[config.mk]
export PLATFORM = sky130hd
export DESIGN_NAME = ecm_imply_flat
export DESIGN_NICKNAME = d
export VERILOG_FILES = /design/src/rtl/ecm_imply_pkg.sv /design/src/rtl/ecm_imply_if.sv /design/src/rtl/ecm_imply_lane.sv /design/src/rtl/ecm_imply.sv /design/src/flat_wrapper.sv
export SDC_FILE = /design/constraint.sdc
export NUM_CORES = 1
export LEC_CHECK = 0
export ABC_AREA = 1
export BUFFER_PORTS_ARGS = -buffer_cell sky130_fd_sc_hd__buf_2
export CAP_MARGIN = 20
export CORE_MARGIN = 1
export CORE_UTILIZATION = 47
export CTS_CLUSTER_SIZE = 24
export DETAILED_ROUTE_END_ITERATION = 6
export GPL_TIMING_DRIVEN = 0
export HOLD_SLACK_MARGIN = 0.1
export PLACE_DENSITY_LB_ADDON = 0.15
export SLEW_MARGIN = 10
export SYNTH_ARGS = -nofsm -noshare
export SYNTH_HDL_FRONTEND = slang
export SYNTH_SLANG_ARGS = --single-unit
[constraint.sdc]
create_clock -name clk -period 1.5 [get_ports clk]
set_input_delay 0.15 -clock clk [delete_from_list [all_inputs] [get_ports clk]]
set_output_delay 0.15 -clock clk [all_outputs]
set_load 0.05 [all_outputs]
[src/rtl/ecm_imply_pkg.sv]
// ecm_imply_pkg: shared constants and per-bit equations for the approximate
// carry-propagate row.
// - DEF_WIDTH / DEF_CNT_W: default lane count and error-counter width.
// - ecm_carry(y1,y2,y3,y4): error-compensated majority carry.
// - imply_sum(y1,y2): XOR built only from IMPLY (material implication) gates.
package ecm_imply_pkg;

    localparam int DEF_WIDTH = 8;
    localparam int DEF_CNT_W = 16;

    function automatic logic imply_gate(input logic a, input logic b);
        return ~a | b;
    endfunction

    function automatic logic ecm_carry(input logic y1, input logic y2,
                                       input logic y3, input logic y4);
        return ((y1 ^ y2) & (y3 | y4)) | (y1 & y2) | (y3 & y4);
    endfunction

    // a^b = (a->b) -> NOT(b->a), with NOT(x) = x -> 0.
    function automatic logic imply_sum(input logic y1, input logic y2);
        logic p;
        logic q;
        p = imply_gate(y1, y2);
        q = imply_gate(imply_gate(y2, y1), 1'b0);
        return imply_gate(p, q);
    endfunction

endpackage

[src/rtl/ecm_imply_if.sv]
// ecm_imply_if: beat bus of the ecm_imply cell.
// - master: drives in_valid, approx_en, y1..y4; receives out_valid, sum,
//   carry, err, err_cnt.
// - slave: the cell side (the mirror of master).
interface ecm_imply_if
    import ecm_imply_pkg::*;
#(
    parameter int WIDTH = DEF_WIDTH,
    parameter int CNT_W = DEF_CNT_W
);
    logic             in_valid;
    logic             approx_en;
    logic [WIDTH-1:0] y1;
    logic [WIDTH-1:0] y2;
    logic [WIDTH-1:0] y3;
    logic [WIDTH-1:0] y4;
    logic             out_valid;
    logic [WIDTH-1:0] sum;
    logic [WIDTH-1:0] carry;
    logic [WIDTH-1:0] err;
    logic [CNT_W-1:0] err_cnt;

    modport master (
        output in_valid, approx_en, y1, y2, y3, y4,
        input  out_valid, sum, carry, err, err_cnt
    );

    modport slave (
        input  in_valid, approx_en, y1, y2, y3, y4,
        output out_valid, sum, carry, err, err_cnt
    );
endinterface

[src/rtl/ecm_imply_lane.sv]
// ecm_imply_lane: combinational single-bit cell.
// Ports: y1, y2 operands; y3 incoming carry; y4 auxiliary input;
// approx_en selects the Imply sum; outputs sum, carry, err.
module ecm_imply_lane
    import ecm_imply_pkg::*;
(
    input  logic y1,
    input  logic y2,
    input  logic y3,
    input  logic y4,
    input  logic approx_en,
    output logic sum,
    output logic carry,
    output logic err
);
    logic sum_apx;
    logic sum_exact;

    assign sum_apx   = imply_sum(y1, y2);
    assign sum_exact = y1 ^ y2 ^ y3 ^ y4;
    assign sum       = approx_en ? sum_apx : sum_exact;
    assign carry     = ecm_carry(y1, y2, y3, y4);
    // The approximate sum only differs when y3 and y4 together contribute an odd bit.
    assign err       = approx_en & (y3 ^ y4);
endmodule

[src/rtl/ecm_imply.sv]
// ecm_imply: WIDTH-lane registered approximate adder cell with a saturating
// count of beats carrying any approximation error.
// Ports: clk; rst_n (synchronous, active-low); bus (slave side of
// ecm_imply_if: in_valid/approx_en/y1..y4 in, out_valid/sum/carry/err/err_cnt out).
module ecm_imply
    import ecm_imply_pkg::*;
#(
    parameter int WIDTH = DEF_WIDTH,
    parameter int CNT_W = DEF_CNT_W
)(
    input  logic        clk,
    input  logic        rst_n,
    ecm_imply_if.slave  bus
);
    localparam logic [CNT_W-1:0] CNT_MAX = {CNT_W{1'b1}};

    logic [WIDTH-1:0] sum_d;
    logic [WIDTH-1:0] carry_d;
    logic [WIDTH-1:0] err_d;

    logic             out_valid_q;
    logic [WIDTH-1:0] sum_q;
    logic [WIDTH-1:0] carry_q;
    logic [WIDTH-1:0] err_q;
    logic [CNT_W-1:0] err_cnt_q;

    for (genvar i = 0; i < WIDTH; i++) begin : g_lane
        ecm_imply_lane u_lane (
            .y1        (bus.y1[i]),
            .y2        (bus.y2[i]),
            .y3        (bus.y3[i]),
            .y4        (bus.y4[i]),
            .approx_en (bus.approx_en),
            .sum       (sum_d[i]),
            .carry     (carry_d[i]),
            .err       (err_d[i])
        );
    end

    always_ff @(posedge clk) begin
        if (!rst_n) begin
            out_valid_q <= 1'b0;
            sum_q       <= '0;
            carry_q     <= '0;
            err_q       <= '0;
            err_cnt_q   <= '0;
        end else begin
            out_valid_q <= bus.in_valid;
            if (bus.in_valid) begin
                sum_q   <= sum_d;
                carry_q <= carry_d;
                err_q   <= err_d;
                if ((|err_d) && (err_cnt_q != CNT_MAX)) begin
                    err_cnt_q <= err_cnt_q + CNT_W'(1);
                end
            end
        end
    end

    assign bus.out_valid = out_valid_q;
    assign bus.sum       = sum_q;
    assign bus.carry     = carry_q;
    assign bus.err       = err_q;
    assign bus.err_cnt   = err_cnt_q;
endmodule

[src/flat_wrapper.sv]
// flat-port wrapper written by rule: the top's interface ports become plain ports
module ecm_imply_flat import ecm_imply_pkg::*;
#(
    parameter int WIDTH = DEF_WIDTH,
    parameter int CNT_W = DEF_CNT_W
)
  (clk, rst_n, bus_in_valid, bus_approx_en, bus_y1, bus_y2, bus_y3, bus_y4, bus_out_valid, bus_sum, bus_carry, bus_err, bus_err_cnt);
  ecm_imply_if #(.WIDTH(WIDTH), .CNT_W(CNT_W)) bus_i ();
  input  logic clk;
  input  logic rst_n;
  input wire logic [$bits(bus_i.in_valid)-1:0] bus_in_valid;
  input wire logic [$bits(bus_i.approx_en)-1:0] bus_approx_en;
  input wire logic [$bits(bus_i.y1)-1:0] bus_y1;
  input wire logic [$bits(bus_i.y2)-1:0] bus_y2;
  input wire logic [$bits(bus_i.y3)-1:0] bus_y3;
  input wire logic [$bits(bus_i.y4)-1:0] bus_y4;
  output wire logic [$bits(bus_i.out_valid)-1:0] bus_out_valid;
  output wire logic [$bits(bus_i.sum)-1:0] bus_sum;
  output wire logic [$bits(bus_i.carry)-1:0] bus_carry;
  output wire logic [$bits(bus_i.err)-1:0] bus_err;
  output wire logic [$bits(bus_i.err_cnt)-1:0] bus_err_cnt;
  assign bus_i.in_valid = bus_in_valid;
  assign bus_i.approx_en = bus_approx_en;
  assign bus_i.y1 = bus_y1;
  assign bus_i.y2 = bus_y2;
  assign bus_i.y3 = bus_y3;
  assign bus_i.y4 = bus_y4;
  assign bus_out_valid = bus_i.out_valid;
  assign bus_sum = bus_i.sum;
  assign bus_carry = bus_i.carry;
  assign bus_err = bus_i.err;
  assign bus_err_cnt = bus_i.err_cnt;
  ecm_imply #(.WIDTH(WIDTH), .CNT_W(CNT_W)) u_core (.clk(clk), .rst_n(rst_n), .bus(bus_i));
endmodule
### Yosys cells after proc, flatten, opt, wreduce, memory -nomap -nowiden

Index checks and enable logic that the tools add are counted.

| operators by class | value |
|---|---|
| multiplexer cells | 8 |
| bitwise gates (word level) | 144 |
| equality and inequality tests | 1 |
| divide/modulo/power cells | 0 |
| reductions and logical operators | 3 |
| $lt $le $gt $ge | 0 |
| shifts and indexed selects | 0 |
| add/sub/neg operators | 1 |
| multipliers | 0 |

Operator list:

| cell | number |
|---|---|
| OR 1 bit | 48 |
| bitwise AND 1 bit | 32 |
| inverter 1 bit | 32 |
| XOR 1 bit | 32 |
| adder 16 x 1 -> 16 bit (second input constant) | 1 |
| != test 16 bit (second input constant) | 1 |
| 2-to-1 mux 1 bit | 8 |
| OR reduction 8 bit | 1 |
| AND reduction 2 bit | 1 |
| logical AND 1 bit | 1 |

| word-level totals | value |
|---|---|
| memories | 0 |
| latch bits | 0 |
| bits in read-only memories | 0 |
| word-level logic and storage cells | 162 |
| register bits after elaboration | 41 |
| bits in writable memories | 0 |
| output and inout port bits | 41 |

### Logic depth before layout (Yosys ltp)

Gate-level depths: netlist of run 1.

| logic depth | value |
|---|---|
| word-level depth | 5 |
| gate-level depth with buffers | 11 |
| gate-level depth less buffers | 10 |

### Cells and area by module

A second synthesis of run 1 with hierarchy kept.

| second synthesis, totals | value |
|---|---|
| cell total of the unflattened synthesis | 415 |
| area, all modules | 2750.1 µm² |

By module, submodules not included:

| module | cells an instance | times used | area each (µm²) |
|---|---|---|---|
| ecm_imply | 279 | 1 | 1929.4 |
| ecm_imply_lane | 17 | 8 | 102.6 |

### Worst setup path before layout of run 1

Ideal clock, no wire load.

| timing path | value |
|---|---|
| path type | reg-to-reg |
| start | register u_core.err_cnt_q[0], in the netlist u_core.bus.err_cnt[0] |
| end | register u_core.err_cnt_q[15], in the netlist u_core.bus.err_cnt[15] |
| cell stages (with the launch flop) | 10 |
| arrival | 1.670 ns |
| slack | -0.298 ns |
| cells stage by stage | dfxtp_1 -> ha_1 -> nand3_1 -> nor2_2 -> nand2_2 -> buf_6 -> nand3_1 -> nand2_1 -> nand2_1 -> nor2_1 |

| on the way | value |
|---|---|
| cells in the longest elaborated chain, start to end | 3 |
| elaborated cells between the ends (all ways) | 4 |
| those cells by class | 1 x add/sub; 1 x eq/ne; 2 x reduce/logical |

Ends and longest elaborated chain:

| element | RTL line | RTL |
|---|---|---|
| from (decl) | ecm_imply.sv:25 | `logic [CNT_W-1:0] err_cnt_q;` |
| from (signal assigned) | ecm_imply.sv:54 | `err_cnt_q <= err_cnt_q + CNT_W'(1);` |
| branches (longest 3 deep; another with adder 16 x 1 -> 16 bit) | n/a |  |

Parallel ways; which one is timed is not known.
A chain may end at the register's enable or synchronous reset.

### Worst setup path in the final report of run 1

| timing path | value |
|---|---|
| start | register u_core.err_cnt_q[0], in the netlist u_core.bus.err_cnt[0] |
| end | register u_core.err_cnt_q[10], in the netlist u_core.bus.err_cnt[10] |

The elaborated chain is that of the path after synthesis.

==> results of run 1 <==
==> cell usage in the layout, fill, tap and decap left out <==
cell and n:
dfxtp_4 3, buf_4 1, nand4_1 14, dfxtp_2 13
buf_6 5, xor2_1 9, clkbuf_8 7, clkbuf_1 4
ha_4 1, nand3_4 1, nor2_1 31, nand3_1 22
ha_1 24, o21ai_0 16, o211ai_1 8, nor2_2 9
nand2_4 2, dfxtp_1 25, clkinv_2 1, inv_1 70
nand2_2 2, a21oi_1 11, nor3_1 9, nor2_4 2
nand2_1 103, buf_2 80, inv_2 3
==> cells in the mapped netlist <==
library cell	instances	share of area (%)
nand2_1	103	15
inv_1	70	10
dfxtp_1	41	31
nor2_1	34	4.9
ha_1	25	12
nand3_1	23	4.4
o21ai_0	16	3.1
nand4_1	14	3.3
a21oi_1	11	2.1
nor3_1	9	1.7
xor2_1	9	3.0
nor2_2	8	1.9
o211ai_1	8	2.3
buf_2	5	0.95
buf_6	5	2.1
clkbuf_1	4	0.57
inv_2	3	0.43
nand2_2	3	0.72
nand2_4	1	0.43
==> per-stage QoR <==
step / total power (uW) / setup slack [ns] / setup TNS [ns]
floorplan: 1690 / 0.0157 / 0
global placement: 1870 / -0.0319 / -0.147
detailed placement: 1890 / -0.0704 / -0.416
CTS: 2690 / 0.00554 / 0
global route: 2820 / 0.00401 / 0
finish: 2680 / 0.130 / 0
==> flip-flops by register name, summed over array words and instances, names as in the netlist <==
name                  flops
u_core.bus.carry          8
u_core.bus.err            8
u_core.bus.err_cnt       16
u_core.bus.out_valid      1
u_core.bus.sum            8
==> worst max path at each step <==
| stage | end | cells past startpoint |
|---|---|---|
| after floorplan | u_core.bus.err_cnt[15]$_SDFFE_PN0P_ | 9 |
| after global placement | u_core.bus.err_cnt[3]$_SDFFE_PN0P_ | 12 |
| after detailed placement | u_core.bus.err_cnt[11]$_SDFFE_PN0P_ | 12 |
| after CTS | u_core.bus.err_cnt[3]$_SDFFE_PN0P_ | 9 |
| after global routing | u_core.bus.err_cnt[15]$_SDFFE_PN0P_ | 10 |
| final | u_core.bus.err_cnt[10]$_SDFFE_PN0P_ | 9 |
==> per-layer routing <==
layer	GRT usage (%)	routed length [um]	up-vias
met3	6.31	309	6
li1	-	-	1390
met4	4.42	50	0
met2	37.4	2930	65
met5	0	0	-
met1	30.5	3160	1176
==> critical path, stage by stage, from the launching register on <==
cell     delay [ns]
dfxtp_4        0.38
ha_4           0.16
nand3_4        0.10
nor2_4         0.14
nand2_1        0.10
nor2_1         0.13
nand3_1        0.09
nand2_1        0.06
inv_1          0.04
nor2_2         0.09
==> what timing repair did <==
item | in CTS | in global routing
setup buffers | 0 | 1
pin swaps | 0 | 3
gates cloned | 0 | 0
endpoints found under the setup margin | 6 | 16
resized for setup | 1 | 10
==> logic make-up (layout without fill, tap and decap cells) <==
group / after synthesis / count (layout) / share of synthesized area, %
compound gates: 35 / 35 / 7.45
xor+xnor: 9 / 9 / 3.01
fa+ha+maj: 25 / 25 / 11.9
buf+inv: 87 / 171 / 14.1
flops: 41 / 41 / 31.3
simple gates: 195 / 195 / 32.1
==> power groups by stage <==
stage / Clock [uW] / Combinational, uW / Sequential, uW
2_1_floorplan: 0 / 287 / 1400
3_3_place_gp: 0 / 667 / 1200
3_5_place_dp: 0 / 681 / 1200
4_1_cts: 830 / 683 / 1180
5_1_grt: 884 / 751 / 1190
6_report: 816 / 684 / 1180
==> area by class of cell <==
cell class	count	share of cell area (%)
Multi-Input combinational cell	264	45.2
Sequential cell	41	26.0
Timing Repair Buffer	76	11.7
Inverter	73	8.39
Clock buffer	7	2.95
Buffer	14	2.95
Tap cell	70	2.68
Clock inverter	1	0.153
==> qor.csv, run 1 <==
metric,value,unit
synthesized flop and latch total,41,
layout cell share with drive strength beyond 1,27.3,%
global-route wire length before repair,11000,um
Slew Limit Fails,0,
syn nets,453,
Die H,76.7,um
crit share post-route,91.3,%
cell area after layout,3270,sq um
Hold Crit Class,primary input to flop,
vias in the first global route,2435,
DR vias/cell,4.83,
Worst R2R Start,u_core.bus.err_cnt[0]$_SDFFE_PN0P_,
H-tree levels,2,
Root Driver,clkbuf_8,
core box area,5240,sq um
Final Skew,0.00866,ns
startpoint of the worst hold path,rst_n,
Seq pwr share,44.0,%
sequential share of the synthesized area,31.3,%
Port Buffer Count,75,
Routed WL,6450,um
DRT Pass-1 Iters,4,
final hold slack,0.113,ns
Worst-Skew Late Latency,0.30,ns
Final Hold Viols,0,
Final ANT Viol Nets,0,
largest net degree at the start of global routing,13,
status,completed,
area of the multi-input gates,1480,sq um
Total Routing Usage GR,23.1,%
clock sink total,41,
"Arr. time, crit path",1.61,ns
Finished Layout Cells,546,
synth-to-layout area growth,24.7,%
Initial Utilization,50.0,%
"Cell Area, Placed",3110,sq um
Detailed Place HPWL,4900,um
reg2reg setup slack,0.13,ns
# DRC,0,
Seq. cell area,848,sq um
Max Cap Viol,0,
# fillers,503,
crit path time final,1.37,ns
die width,76.7,um
TritonCTS Buffers,5,
Mapped Cells,392,
Slew @ Worst Pin,0.456,ns
Critical path origin,u_core.bus.err_cnt[0]$_SDFFE_PN0P_,
Combinational Power Share,25.5,%
Sw Share,33.8,%
# diodes,0,
antenna violations before repair,0,
row count,26,
GP Congestion,0.835,
leakage,0.00182,uW
WP data required,1.74,ns
Internal,1770,uW
Hold Path Stages,3,
Max Fclk,730,MHz
"Distinct cells, synth",19,
power density cells,821,nW/um^2
Avg WL per Cell,11.8,um
R2R Path End,u_core.bus.err_cnt[10]$_SDFFE_PN0P_,
grt ovf,0,
critical path endpoint category,flop,
CTS clock-pin slew for the worst setup and hold paths,0.09,ns
synth warn,0,
P_sw,907,uW
detailed router's first-iteration violation count,125,
"critical path fanouts, max",5,
via count,2637,
hold buffer count at CTS,0,
Worst Hold Endpoint,u_core.bus.err_cnt[0]$_SDFFE_PN0P_,
CTS max path bufs,2,
I/O pin count,77,
CTS tree,done,
# setup viols final,0,
"Core Util, Final",62.4,%
Max-slew headroom,69.6,%
RSZ-0062 raised after global routing,false,
worst IR drop on VDD,644,uV
"Net count, final",536,
area of the die,5880,sq um
dpl cells,537,
Mapped Area,2620,sq um
average cell area after synthesis,6.68,sq um
startpoint types,flop,
R2R cell count,9,
clock share of power,30.4,%
Setup Crit Path Kind,flop to flop,
No activity file was read; power rests on OpenSTA's default activity.
==> run 2, diff against run 1 <==
--- a/config.mk
+++ b/config.mk
@@ -8,7 +8,7 @@
 export ABC_AREA = 1
 export BUFFER_PORTS_ARGS = -buffer_cell sky130_fd_sc_hd__buf_2
 export CAP_MARGIN = 20
-export CORE_MARGIN = 1
+export CORE_MARGIN = 4
 export CORE_UTILIZATION = 47
 export CTS_CLUSTER_SIZE = 24
 export DETAILED_ROUTE_END_ITERATION = 6
==> run 2 against run 1 <==
- setup slack lost 0.017 ns
- global-route usage shrank 2.0 points
- core utilization shrank 0.27 points
- highest routed layer unchanged
- non-clock buffer count grew 2
- clock skew shrank 0.0031 ns
- total power shrank 1.6%
- sequential power is essentially flat
- routed wire length grew 5.6%
==> qor.csv, run 2 (synthesis results as in run 1) <==
metric,value,unit
I/O pin count,77,
leakage,0.00182,uW
"Worst Setup Slack, final",0.113,ns
Critical path origin,u_core.bus.err_cnt[0]$_SDFFE_PN0P_,
Port Buffer Count,75,
"commonest non-fill, non-tap cell in the layout",nand2_1,
GP Congestion,0.853,
vias in the first global route,2472,
top routing layer in use,met4,
# setup viols final,0,
pre-CTS WS,-0.0893,ns
Final ANT Viol Nets,0,
most frequent cells in the layout,"102 x nand2_1, 80 x buf_2, 70 x inv_1, 31 x nor2_1, 25 x dfxtp_1",
Worst R2R Start,u_core.bus.err_cnt[0]$_SDFFE_PN0P_,
DRT Pass-1 Iters,4,
antenna violations before repair,0,
Die H,82.7,um
Max Fclk,721,MHz
Max-slew headroom,71.0,%
Final Hold Viols,0,
largest net degree at the start of global routing,13,
# diodes,0,
grt ovf,0,
Final Skew,0.00559,ns
crit share post-route,92.5,%
CTS clock-pin slew for the worst setup and hold paths,0.09,ns
detailed router's first-iteration violation count,148,
Root Driver,clkbuf_8,
WP data required,1.67,ns
CTS max path bufs,2,
Detailed Place HPWL,5180,um
Hold Crit Class,primary input to flop,
TritonCTS Buffers,5,
"Net count, final",538,
Setup Crit Path Kind,flop to flop,
status,completed,
"critical path fanouts, max",10,
R2R cell count,9,
CTS tree,done,
layout cell share with drive strength beyond 1,27.2,%
WL met1,2920,um
"Arr. time, crit path",1.56,ns
critical path endpoint category,flop,
Routed WL,6810,um
crit path time final,1.39,ns
startpoint of the worst hold path,bus_approx_en,
synth-to-layout area growth,24.9,%
Slew Limit Fails,0,
Slew @ Worst Pin,0.434,ns
via count,2679,
final hold slack,0.134,ns
Initial Utilization,49.7,%
Worst-Skew Late Latency,0.30,ns
# DRC,0,
worst IR drop on VDD,560,uV
routed wl met3,547,um
Avg WL per Cell,12.4,um
core box area,5270,sq um
clock sink total,41,
power density cells,806,nW/um^2
Hold Path Stages,3,
area of the die,6830,sq um
row count,26,
reg2reg setup slack,0.11,ns
DR vias/cell,4.89,
Largest register FFs,16,
Max Cap Viol,0,
startpoint types,flop,
global-route wire length before repair,11100,um
routed wl met2,3270,um
die width,82.7,um
Total Routing Usage GR,21.1,%
H-tree levels,2,
## run 2: cell count changes in the layout (fill, tap and decap cells not counted), sizes merged
| cell | before | now |
|---|---|---|
| clkinv | 1 | 0 |
| buf | 86 | 87 |
| clkbuf | 11 | 12 |
| dlygate4sd3 | 0 | 1 |
## run 2: report_power, final
part,internal [uW],total (uW),switching (uW)
combinational,215,688,474
clock,376,765,389
sequential,1150,1180,36.4
total,1740,2640,900
## run 2: critical path: stages (launching register included)
cell     delay, ns
dfxtp_4       0.39
ha_4          0.16
nand3_4       0.09
nor2_4        0.15
nand2_4       0.09
buf_6         0.15
nand3_1       0.07
nand2_1       0.05
nand2_1       0.06
nor2_1        0.04
## run 2: final timing paths
| kind | to |
|---|---|
| hold reg to reg | u_core.bus.carry[5]$_SDFFE_PN0P_ |
| setup reg to reg | u_core.bus.err_cnt[7]$_SDFFE_PN0P_ |
| setup / recovery | u_core.bus.err_cnt[7]$_SDFFE_PN0P_ |
| hold / removal | u_core.bus.err[1]$_SDFFE_PN0P_ |
## run 2: routing by layer
| metal | track usage (%) | vias to the layer above |
|---|---|---|
| li1 | - | 1387 |
| met1 | 27.0 | 1204 |
| met2 | 35.9 | 83 |
| met3 | 4.34 | 5 |
| met4 | 5.39 | 0 |
| met5 | 0 | - |
## run 2: repair_timing
| action | CTS | global route |
|---|---|---|
| setup endpoints to repair | 8 | 14 |
| resized for setup | 1 | 10 |
| hold buffers | 1 | 0 |
| endpoints found under the hold margin | 1 | 0 |
| setup buffers | 0 | 2 |
| pin swaps | 1 | 2 |
## run 2: final cells by class
cell class                      instances  area (sq um)
Clock buffer                            8          90.1
Multi-Input combinational cell        264          1480
Timing Repair Buffer                   78           400
Buffer                                 14          96.3
Fill cell                             510          2000
Sequential cell                        41           846
Tap cell                               70          87.6
Inverter                               73           274
## run 2: metrics by stage
step / cells / power (uW) / util [%] / cell area (sq um) / setup TNS [ns]
floorplan: 392 / 1690 / - / 2650 / 0
global placement: 537 / 1870 / 59.0 / 3110 / -0.280
detailed placement: 537 / 1890 / 59.0 / 3110 / -0.705
CTS: 546 / 2650 / 61.0 / 3210 / 0
global route: 548 / 2760 / 62.1 / 3270 / -0.00180
finish: 548 / 2640 / 62.1 / 3270 / 0
==> run 3, diff against run 2 <==
--- a/config.mk
+++ b/config.mk
@@ -14,7 +14,7 @@
 export DETAILED_ROUTE_END_ITERATION = 6
 export GPL_TIMING_DRIVEN = 0
 export HOLD_SLACK_MARGIN = 0.1
-export PLACE_DENSITY_LB_ADDON = 0.15
+export PLACE_DENSITY_LB_ADDON = 0.25
 export SLEW_MARGIN = 10
 export SYNTH_ARGS = -nofsm -noshare
 export SYNTH_HDL_FRONTEND = slang
==> run 3 against run 2 <==
- die area unchanged
- sequential share of layout area up 0.13 points
- design area down 0.50%
- flip-flop and latch count unchanged
- count of clock-buffer cells in the layout down 1
- combinational power about the same
- global-route usage down 0.95 points
- core utilization down 0.31 points
- routed wire length down 2.1%
- total power up 1.8%
==> qor.csv, run 3 (synthesis results as in run 1) <==
metric,value,unit
power density cells,824,nW/um^2
final hold slack,0.106,ns
leakage,0.00182,uW
CTS clock-pin slew for the worst setup and hold paths,0.08,ns
"Cell Area, Placed",3110,sq um
Sw Share,33.8,%
Slew @ Worst Pin,0.462,ns
CTS tree,done,
Root Driver,clkbuf_8,
RSZ-0062 raised after global routing,false,
GP Congestion,0.851,
total power,2680,uW
Internal,1780,uW
vias in the first global route,2452,
"commonest non-fill, non-tap cell in the layout",nand2_1,
Worst-Skew Late Latency,0.30,ns
# diodes,0,
Seq. cell area,846,sq um
Combinational Power Share,25.6,%
# DRC,0,
status,completed,
P_sw,907,uW
Max Cap Viol,0,
worst IR drop on VDD,620,uV
startpoint types,flop,
antenna violations before repair,0,
Seq pwr share,44.1,%
crit path time final,1.39,ns
most frequent cells in the layout,"102 x nand2_1, 80 x buf_2, 70 x inv_1, 32 x nor2_1, 25 x dfxtp_1",
critical path endpoint category,flop,
detailed router's first-iteration violation count,127,
"Net count, final",535,
H-tree levels,2,
Final Hold Viols,0,
cell area after layout,3260,sq um
crit share post-route,92.7,%
Detailed Place HPWL,5140,um
largest net degree at the start of global routing,13,
"Arr. time, crit path",1.56,ns
"critical path fanouts, max",10,
Final ANT Viol Nets,0,
Total Routing Usage GR,20.1,%
crit path max-delay cell type,dfxtp_2,
Initial Utilization,49.7,%
Die H,82.7,um
clock sink total,41,
CTS max path bufs,2,
Port Buffer Count,75,
Setup Crit Path Kind,flop to flop,
DR vias/cell,4.93,
row count,26,
"Core Util, Final",61.8,%
Max-slew headroom,69.2,%
area of the die,6830,sq um
grt ovf,0,
global-route wire length before repair,10700,um
clock share of power,30.3,%
Avg WL per Cell,12.2,um
max incr delay on CP,0.37,ns
WP data required,1.67,ns
DRT Pass-1 Iters,4,
layout cell share with drive strength beyond 1,27.2,%
# fillers,499,
area of the multi-input gates,1480,sq um
TritonCTS Buffers,5,
Final Skew,0.00767,ns
pre-CTS WS,-0.0834,ns
synth-to-layout area growth,24.3,%
via count,2686,
Hold Crit Class,primary input to flop,
Largest register FFs,16,
"Worst Setup Slack, final",0.109,ns
core box area,5270,sq um
die width,82.7,um
Routed WL,6670,um
I/O pin count,77,
Slew Limit Fails,0,
Max Fclk,719,MHz
# setup viols final,0,
"critical path, cell by cell","nand2_1, inv_2, nand2_1, nor2_4, nand2_4, buf_6, nand3_1, nand2_1, nand2_1, nor2_1",
"most used cell, CP",nand2_1,
## run 3: per-layer routing
metal | track usage (%) | share of wire [%] | up-vias
li1 | - | - | 1383
met2 | 34.9 | 48 | 68
met4 | 6.21 | 0.94 | 0
met5 | 0 | 0 | -
met1 | 24.5 | 44 | 1228
met3 | 4.66 | 6.4 | 7
## run 3: timing repair
item	4_1_cts	5_1_grt
gates resized for setup	1	9
setup endpoints to repair	6	13
buffers inserted	0	0
pin swaps	0	1
hold buffers	0	0
## run 3: final timing paths
path	start	endpoint	slack, ns	cells past startpoint
setup / recovery	u_core.bus.err_cnt[4]$_SDFFE_PN0P_	u_core.bus.err_cnt[4]$_SDFFE_PN0P_	0.11	10
hold / removal	rst_n	u_core.bus.err_cnt[0]$_SDFFE_PN0P_	0.11	3
setup reg to reg	u_core.bus.err_cnt[4]$_SDFFE_PN0P_	u_core.bus.err_cnt[4]$_SDFFE_PN0P_	0.11	10
hold reg to reg	u_core.bus.carry[1]$_SDFFE_PN0P_	u_core.bus.carry[1]$_SDFFE_PN0P_	0.49	2
## run 3: through the flow
stage	setup TNS [ns]	cells
floorplan	0	392
global placement	-0.290	537
detailed placement	-0.466	537
CTS	0	545
global route	0	545
finish	0	545
## run 3: power groups by stage
stage                     Clock, uW  Combinational (uW)  Sequential (uW)
after global placement            0                 667             1200
final                           813                 687             1180
after floorplan                   0                 287             1400
after CTS                       825                 688             1180
after global routing            859                 760             1190
after detailed placement          0                 685             1200
## run 3: layout make-up
type / count / area share [%]
tap: 70 / 2.69
clock buffer: 7 / 2.96
timing repair buffer: 75 / 11.5
inverter: 73 / 8.41
buffer: 14 / 2.96
clock inverter: 1 / 0.154
multi-input combinational: 264 / 45.3
sequential: 41 / 26.0
## run 3: critical path: cells and delay by family, from the launching register on
family                 cells  cell delay [ns]
and+or+nand+nor            8             0.65
DFF                        1             0.37
buffers and inverters      2             0.25
